--- config.mk ---
export PLATFORM = sky130hd
export DESIGN_NAME = bp_pma_sched
export DESIGN_NICKNAME = d
export VERILOG_FILES = /design/src/rtl/bp_pma_sched.sv
export SDC_FILE = /design/constraint.sdc
export NUM_CORES = 1
export LEC_CHECK = 0
export CORE_MARGIN = 2
export CORE_UTILIZATION = 35
export CTS_CLUSTER_SIZE = 12
export DETAILED_ROUTE_END_ITERATION = 16
export GPL_TIMING_DRIVEN = 0
export PLACE_DENSITY_LB_ADDON = 0.08
export SKIP_LAST_GASP = 1
export SYNTH_ARGS = -nofsm -noshare
export SYNTH_HDL_FRONTEND = slang
export SYNTH_SLANG_ARGS = --single-unit
export TNS_END_PERCENT = 20
--- constraint.sdc ---
create_clock -name clk_i -period 1.8 [get_ports clk_i]
set_clock_uncertainty 0.1 [all_clocks]
set_input_delay 0.36 -clock clk_i [delete_from_list [all_inputs] [get_ports clk_i]]
set_output_delay 0.36 -clock clk_i [all_outputs]
set_load 0.01 [all_outputs]
--- src/rtl/bp_pma_sched.sv ---
// bp_pma_sched: round-robin arbiter of I-side and D-side requests onto one
// PMA classifier (cached/uncached), result held in a one-entry response reg.
// Ports: clk_i, reset_n_i (async, active-low); req_v_i/req_ptag_i/req_yumi_o
// (two requesters); flush_i; resp_v_o/resp_id_o/resp_ptag_o/resp_uncached_o
// with resp_yumi_i; uc_count_o only when BP_PMA_SCHED_STATS_EN is defined.
module bp_pma_sched #(
    parameter int ptag_width_p = 28,
    parameter logic [ptag_width_p-1:0] dram_base_ptag_p = 28'h0080000,
    parameter int io_did_width_p = 3
) (
    input  logic                      clk_i,
    input  logic                      reset_n_i,
    input  logic [1:0]                req_v_i,
    input  logic [2*ptag_width_p-1:0] req_ptag_i,
    output logic [1:0]                req_yumi_o,
    input  logic                      flush_i,
    output logic                      resp_v_o,
    output logic                      resp_id_o,
    output logic [ptag_width_p-1:0]   resp_ptag_o,
    output logic                      resp_uncached_o,
    input  logic                      resp_yumi_i
`ifdef BP_PMA_SCHED_STATS_EN
    ,
    output logic [15:0]               uc_count_o
`endif
);

    localparam logic e_empty = 1'b0;
    localparam logic e_full  = 1'b1;

    logic                    state_r;
    logic                    rr_r;
    logic                    id_r;
    logic [ptag_width_p-1:0] ptag_r;
    logic                    unc_r;

    logic                    can_accept;
    logic                    pref_v;
    logic                    alt_v;
    logic                    gnt_v;
    logic                    gnt_id;
    logic [ptag_width_p-1:0] gnt_ptag;
    logic                    is_local;
    logic                    is_io;
    logic                    gnt_unc;
    logic                    consume;

    // A full register can still accept when it is drained this same cycle.
    assign can_accept = ~flush_i & ((state_r == e_empty) | resp_yumi_i);

    assign pref_v = req_v_i[rr_r];
    assign alt_v  = req_v_i[~rr_r];
    assign gnt_v  = can_accept & (pref_v | alt_v);
    assign gnt_id = pref_v ? rr_r : ~rr_r;

    always_comb begin
        req_yumi_o = 2'b00;
        if (gnt_v) begin
            req_yumi_o[gnt_id] = 1'b1;
        end
    end

    assign gnt_ptag = gnt_id ? req_ptag_i[ptag_width_p +: ptag_width_p]
                             : req_ptag_i[0 +: ptag_width_p];

    assign is_local = gnt_ptag < dram_base_ptag_p;
    assign is_io    = |gnt_ptag[ptag_width_p-1 -: io_did_width_p+1];
    assign gnt_unc  = is_local | is_io;

    assign consume = (state_r == e_full) & resp_yumi_i & ~flush_i;

    always_ff @(posedge clk_i or negedge reset_n_i) begin
        if (!reset_n_i) begin
            state_r <= e_empty;
            rr_r    <= 1'b0;
            id_r    <= 1'b0;
            ptag_r  <= '0;
            unc_r   <= 1'b0;
        end else if (flush_i) begin
            state_r <= e_empty;
        end else if (gnt_v) begin
            state_r <= e_full;
            rr_r    <= ~gnt_id;
            id_r    <= gnt_id;
            ptag_r  <= gnt_ptag;
            unc_r   <= gnt_unc;
        end else if (consume) begin
            state_r <= e_empty;
        end
    end

    assign resp_v_o        = (state_r == e_full);
    assign resp_id_o       = id_r;
    assign resp_ptag_o     = ptag_r;
    assign resp_uncached_o = unc_r;

`ifdef BP_PMA_SCHED_STATS_EN
    logic [15:0] uc_count_r;

    always_ff @(posedge clk_i or negedge reset_n_i) begin
        if (!reset_n_i) begin
            uc_count_r <= '0;
        end else if (consume & unc_r & (uc_count_r != 16'hFFFF)) begin
            uc_count_r <= uc_count_r + 16'd1;
        end
    end

    assign uc_count_o = uc_count_r;
`endif

endmodule

==> flow_summary.json, run 1 <==
{
  "placedCellCount": 293,
  "synthToLayoutAreaGrowth_pct": 76.0,
  "hold_class": "in -> async",
  "synth_mux_area_share_pct": 18.3,
  "pwr_density_cell_nw_per_um2": 890,
  "fin_tns_setup_ns": -0.0584,
  "drt-wirelength-per-cell_um": 13.8,
  "tritoncts": "done",
  "clk_latency_ns": 0.28,
  "die_h_um": 70.1,
  "r2r-start": "resp_v_o",
  "worst-path-max-fanout": 3,
  "nNetsFinal": 318,
  "overflow": 0,
  "numCtsBuffers": 5,
  "synth_edf_count": 0,
  "fin_ws_ns": -0.0444,
  "grt_setup_unrepaired": "true",
  "ir_worst_vdd_mv": 0.436,
  "seq_area_frac_synth_pct": 52.4,
  "gr-usage-all-layers_pct": 18.3,
  "clock-sinks": 32,
  "synthArstFlopShare_pct": 100,
  "hpwl_um": 3120,
  "cellLeakagePower_uw": 0.00116,
  "yosys.area_share.simple_pct": 13.3,
  "fin_crit_sh_pct": 102,
  "synth_warnings": 0,
  "synth_area_um2": 1530,
  "synth_xor_area_share_pct": 0,
  "rows": 24,
  "first_iter_violations": 54,
  "slew_headroom_pct": 52.6,
  "postSynthAreaPerCell_um2": 10.4,
  "finalSetupViolCount": 2,
  "avgViaCountPerCell": 4.86,
  "dpl_worst_slack_ns": -0.964,
  "fin_cells": 308,
  "max_cap_violations": 0,
  "htreeDepth": 2,
  "antenna_cells": 0,
  "critical_path.cell_chain": "nor2b_4 -> or3_4 -> nor2_4 -> buf_6",
  "fp.dieW_um": 70.1,
  "drtAntennaViolNets": 0,
  "reg2reg_slack_ns": 0.14,
  "cts_hold_buf": 0,
  "critPathCaptureType": "output pin",
  "final.min_clock_period_ns": 1.84,
  "post-route-drc-count": 0,
  "grt_pass1_vias": 1554,
  "drive_above_1_share_pct": 12.5,
  "r2r_cells": 7,
  "synth_flop_cell": "dfrtp_1",
  "synth_fa_ha_area_share_pct": 0,
  "num_vias": 1496,
  "worst_pin_slew_ns": 0.711,
  "r2r_end": "resp_ptag_o[7]",
  "synthCells": 147,
  "boundaryPins": 95,
  "critical_path_class": "reg -> out",
  "routabilityCongestion": 0.738,
  "ys_seq_elements": 32,
  "start_kind": "flip-flop",
  "cp_num_buf_inv": 1,
  "required_ns": 1.34,
  "crit_slowest_cell": "dfrtp_1",
  "cpPeakStageDelay_ns": 0.38,
  "slew_viol_final": 0,
  "drt_pre_antenna_iters": 4,
  "synth_cell_types": 21,
  "antenna_found_initial": 0,
  "grt_pass1_wl_um": 7060,
  "timing.fmax_mhz": 542,
  "drt-total-wl_um": 4250,
  "violations": "setup timing",
  "grt_max_degree": 33,
  "hold_violations": 0,
  "syn_nets": 209,
  "initial_core_util_pct": 35.8,
  "clk_pin_slew_worst_paths_ns": 0.06,
  "outcome": "complete, but fails checks",
  "finalPower_uw": 2390,
  "critPathTopFamily": "simple AND/OR/NAND/NOR gates",
  "cts-root-buf": "clkbuf_8",
  "synth_top_family_by_area": "multiplexers",
  "synth_compound_area_share_pct": 12.0,
  "worstPathArrival_ns": 1.38,
  "die_area_um2": 4910,
  "clk_path_buf_depth": 2,
  "coreArea_um2": 4260,
  "numPortBuffers": 94
}
[layer usage]
layer  global-route usage [%]  routed length, µm  up-vias
met3                     5.48                270        4
met4                     6.20                 29        0
li1                         -                  -      729
met5                        0                  0        -
met2                     30.7               2110       54
met1                     22.4               1840      709
[synthesized netlist by cell type (all sizes together), types with 3 or more instances]
cell	number	share of area, %
nor2	32	7.9
buf	8	3.4
a21oi	29	9.5
dfrtp	32	52
mux2i	28	18
or4	3	1.5
nor3	3	1.3
[cell usage in the layout (no fill, tap or decap), drive strengths merged]
cell / count
and2: 1
dfrtp: 32
clkbuf: 7
nor4: 1
nand2b: 1
nor3: 3
nor2b: 1
buf: 19
a21o: 1
a21oi: 29
inv: 1
o211a: 1
nor2: 32
o31ai: 1
mux2i: 28
or4: 3
nand2: 1
or3: 1
dlygate4sd2: 4
o21ai: 1
clkdlybuf4s50: 87
clkinv: 1
[worst max path at each step]
stage,from,to,slack (ns),depth (start not counted)
after floorplan,resp_v_o,req_yumi_o[0],0.16,5
after global placement,req_v_i[1],req_yumi_o[0],-0.97,7
after detailed placement,req_v_i[1],req_yumi_o[0],-0.96,7
after CTS,resp_v_o,req_yumi_o[0],-0.09,6
after global routing,resp_v_o,req_yumi_o[1],-0.11,4
final,resp_v_o,req_yumi_o[1],-0.04,4
[worst register-to-register path, cell delays in order, from the launching register on]
cell and delay [ns]:
dfrtp_1 0.38, nor2b_4 0.14, nor3_4 0.20, buf_6 0.13
buf_4 0.09, buf_4 0.15, buf_2 0.25, a21oi_1 0.10
[repair_timing]
action | in CTS | in global routing
endpoints found under the hold margin | 0 | 0
endpoints found under the setup margin | 2 | 2
gates resized for setup | 21 | 1
setup buffers | 4 | 5
pin swaps | 3 | 3
[power breakdown]
group          internal, µW  leakage (µW)  switching, µW  total, µW
combinational           558      0.000768            386        944
clock                   262     0.0000410            253        515
sequential              860      0.000354           73.5        934
[registers in the layout (all words and copies together), names as in the netlist]
register,flops
resp_ptag_o,28
resp_id_o,1
resp_uncached_o,1
resp_v_o,1
rr_r,1
[logic make-up (layout without fill, tap and decap cells)]
group	Yosys count	in the layout
flip-flops	32	32
AO/OA/AOI/OAI	33	33
buffers and inverters	10	119
multiplexers	28	28
AND/OR/NAND/NOR	44	44
[stage by stage]
stage,util [%],hold WS (ns),instance area (µm²)
finish,63.1,0.0259,2690
global route,63.1,0.0865,2690
CTS,62.4,0.0597,2660
detailed placement,59.3,0.363,2530
global placement,59.4,0.367,2530
floorplan,-,-0.0356,1530
[area by class of cell]
cell class              count  area (µm²)
plain buffers               8        56.3
well taps                  52        65.1
inverters                   1        3.75
clock buffers               6        72.6
fillers                   370        1580
clock inverters             1        5.00
repair buffers            103         995
multi-input cells         105         691
flip-flops and latches     32         801
No activity file was read; power rests on OpenSTA's default activity.
==> run 2: changes to the inputs <==
CORE_UTILIZATION = 37   (was 35)
==> flow_summary.json, run 2 (synthesized netlist as in run 1, its figures left out) <==
{
  "max_cap_violations": 0,
  "final_util_pct": 68.2,
  "initial_core_util_pct": 38.2,
  "coreArea_um2": 4000,
  "clk_latency_ns": 0.28,
  "post-route-drc-count": 0,
  "numCtsBuffers": 5,
  "die_h_um": 68.3,
  "layout_common_cells": "clkdlybuf4s50_1 (87), dfrtp_1 (32), nor2_1 (30)",
  "pwr_density_cell_nw_per_um2": 907,
  "routabilityCongestion": 0.722,
  "largest_reg_flops": 28,
  "required_ns": 1.34,
  "hpwl_um": 3160,
  "drt_pre_antenna_iters": 4,
  "rows": 23,
  "dpl_worst_slack_ns": -0.964,
  "finalPower_uw": 2470,
  "num_vias": 1477,
  "final.min_clock_period_ns": 1.83,
  "crit_slowest_cell": "dfrtp_1",
  "cts-root-buf": "clkbuf_8",
  "critPathCaptureType": "output pin",
  "r2r-start": "resp_v_o",
  "fp.dieW_um": 68.3,
  "antenna_found_initial": 0,
  "r2r_end": "resp_ptag_o[7]",
  "grt_setup_unrepaired": "true",
  "first_iter_violations": 40,
  "nNetsFinal": 320,
  "start_kind": "flip-flop",
  "slew_headroom_pct": 52.5,
  "grt_max_degree": 33,
  "outcome": "complete, but fails checks",
  "numPortBuffers": 94,
  "worstPathArrival_ns": 1.37,
  "grt_pass1_vias": 1485,
  "clock-sinks": 32,
  "synthToLayoutAreaGrowth_pct": 78.6,
  "drt-wirelength-per-cell_um": 13.9,
  "fin_cells": 308,
  "drive_above_1_share_pct": 14.3,
  "hold_class": "in -> async",
  "drtAntennaViolNets": 0,
  "fin_crit_sh_pct": 102,
  "critical_path.cell_chain": "nor2b_4 -> or3_4 -> nor2_4 -> buf_6",
  "r2r_cells": 10,
  "slew_viol_final": 0,
  "worst-path-max-fanout": 3,
  "final_common_cell": "clkdlybuf4s50_1",
  "timing.fmax_mhz": 547,
  "clk_path_buf_depth": 2,
  "finalSetupViolCount": 2,
  "antenna_cells": 0,
  "tritoncts": "done",
  "die_area_um2": 4660,
  "drt-total-wl_um": 4290,
  "critical_path_class": "reg -> out",
  "avgViaCountPerCell": 4.80,
  "gr-usage-all-layers_pct": 19.3,
  "ir_worst_vdd_mv": 0.691,
  "placedCellCount": 291,
  "clk_pin_slew_worst_paths_ns": 0.07,
  "worst_pin_slew_ns": 0.713,
  "grt_pass1_wl_um": 6640,
  "cellLeakagePower_uw": 0.00119,
  "boundaryPins": 95,
  "hold_violations": 0,
  "fin_ws_ns": -0.0283,
  "violations": "setup timing",
  "htreeDepth": 2,
  "cpPeakStageDelay_ns": 0.38,
  "reg2reg_slack_ns": 0.04,
  "overflow": 0
}
## run 2: cell types whose count changed in the layout (fill, tap and decap cells not counted), sizes merged
cell,before,now
clkinv,1,0
clkbuf,7,8
buf,19,21
## run 2: what timing repair did
action / 4_1_cts / 5_1_grt
pin swaps: 3 / 1
endpoints found under the setup margin: 2 / 21
buffers inserted: 10 / 1
hold buffers: 0 / 0
resized for setup: 23 / 6
## run 2: critical path: cells and delay by family (launching register included)
kind	cells	cell delay [ns]
buf+inv	1	0.11
flops	1	0.38
simple gates	3	0.61
## run 2: power by group
part | switching (µW) | internal, µW | total [µW]
clock network | 253 | 340 | 593
registers | 70.3 | 860 | 930
logic | 388 | 563 | 951
## run 2: through the flow
stage          hold slack, ns  setup TNS, ns  cell area [µm²]
4_1_cts                0.0517        -0.0761             2730
2_1_floorplan         -0.0356              0             1530
3_3_place_gp            0.369         -18.52             2530
5_1_grt                0.0835         -0.663             2730
6_report               0.0304        -0.0414             2730
3_5_place_dp            0.351          -7.20             2530
## run 2: cell type report
class,instances,area (µm²)
inverters,1,3.75
repair buffers,105,1020
clock buffers,7,96.3
multi-input cells,105,687
plain buffers,8,62.6
well taps,50,62.6
fillers,345,1270
flip-flops and latches,32,801
## run 2: per-layer routing
metal	vias to the layer above	global-route usage [%]	share of wire [%]	routed length (µm)
li1	735	-	-	-
met1	680	23.8	42	1810
met2	55	32.6	48	2070
met3	7	5.26	7.9	338
met4	0	6.00	1.6	67
met5	-	0	0	0
## run 2: worst max-delay path by stage
stage / start / endpoint / slack, ns / cells after the start
6_report: resp_v_o / req_yumi_o[1] / -0.03 / 4
5_1_grt: resp_v_o / req_yumi_o[0] / -0.10 / 5
4_1_cts: resp_v_o / req_yumi_o[0] / -0.04 / 6
3_5_place_dp: req_v_i[1] / req_yumi_o[0] / -0.96 / 7
3_3_place_gp: req_v_i[1] / req_yumi_o[0] / -0.96 / 7
2_1_floorplan: resp_v_o / req_yumi_o[0] / 0.16 / 5
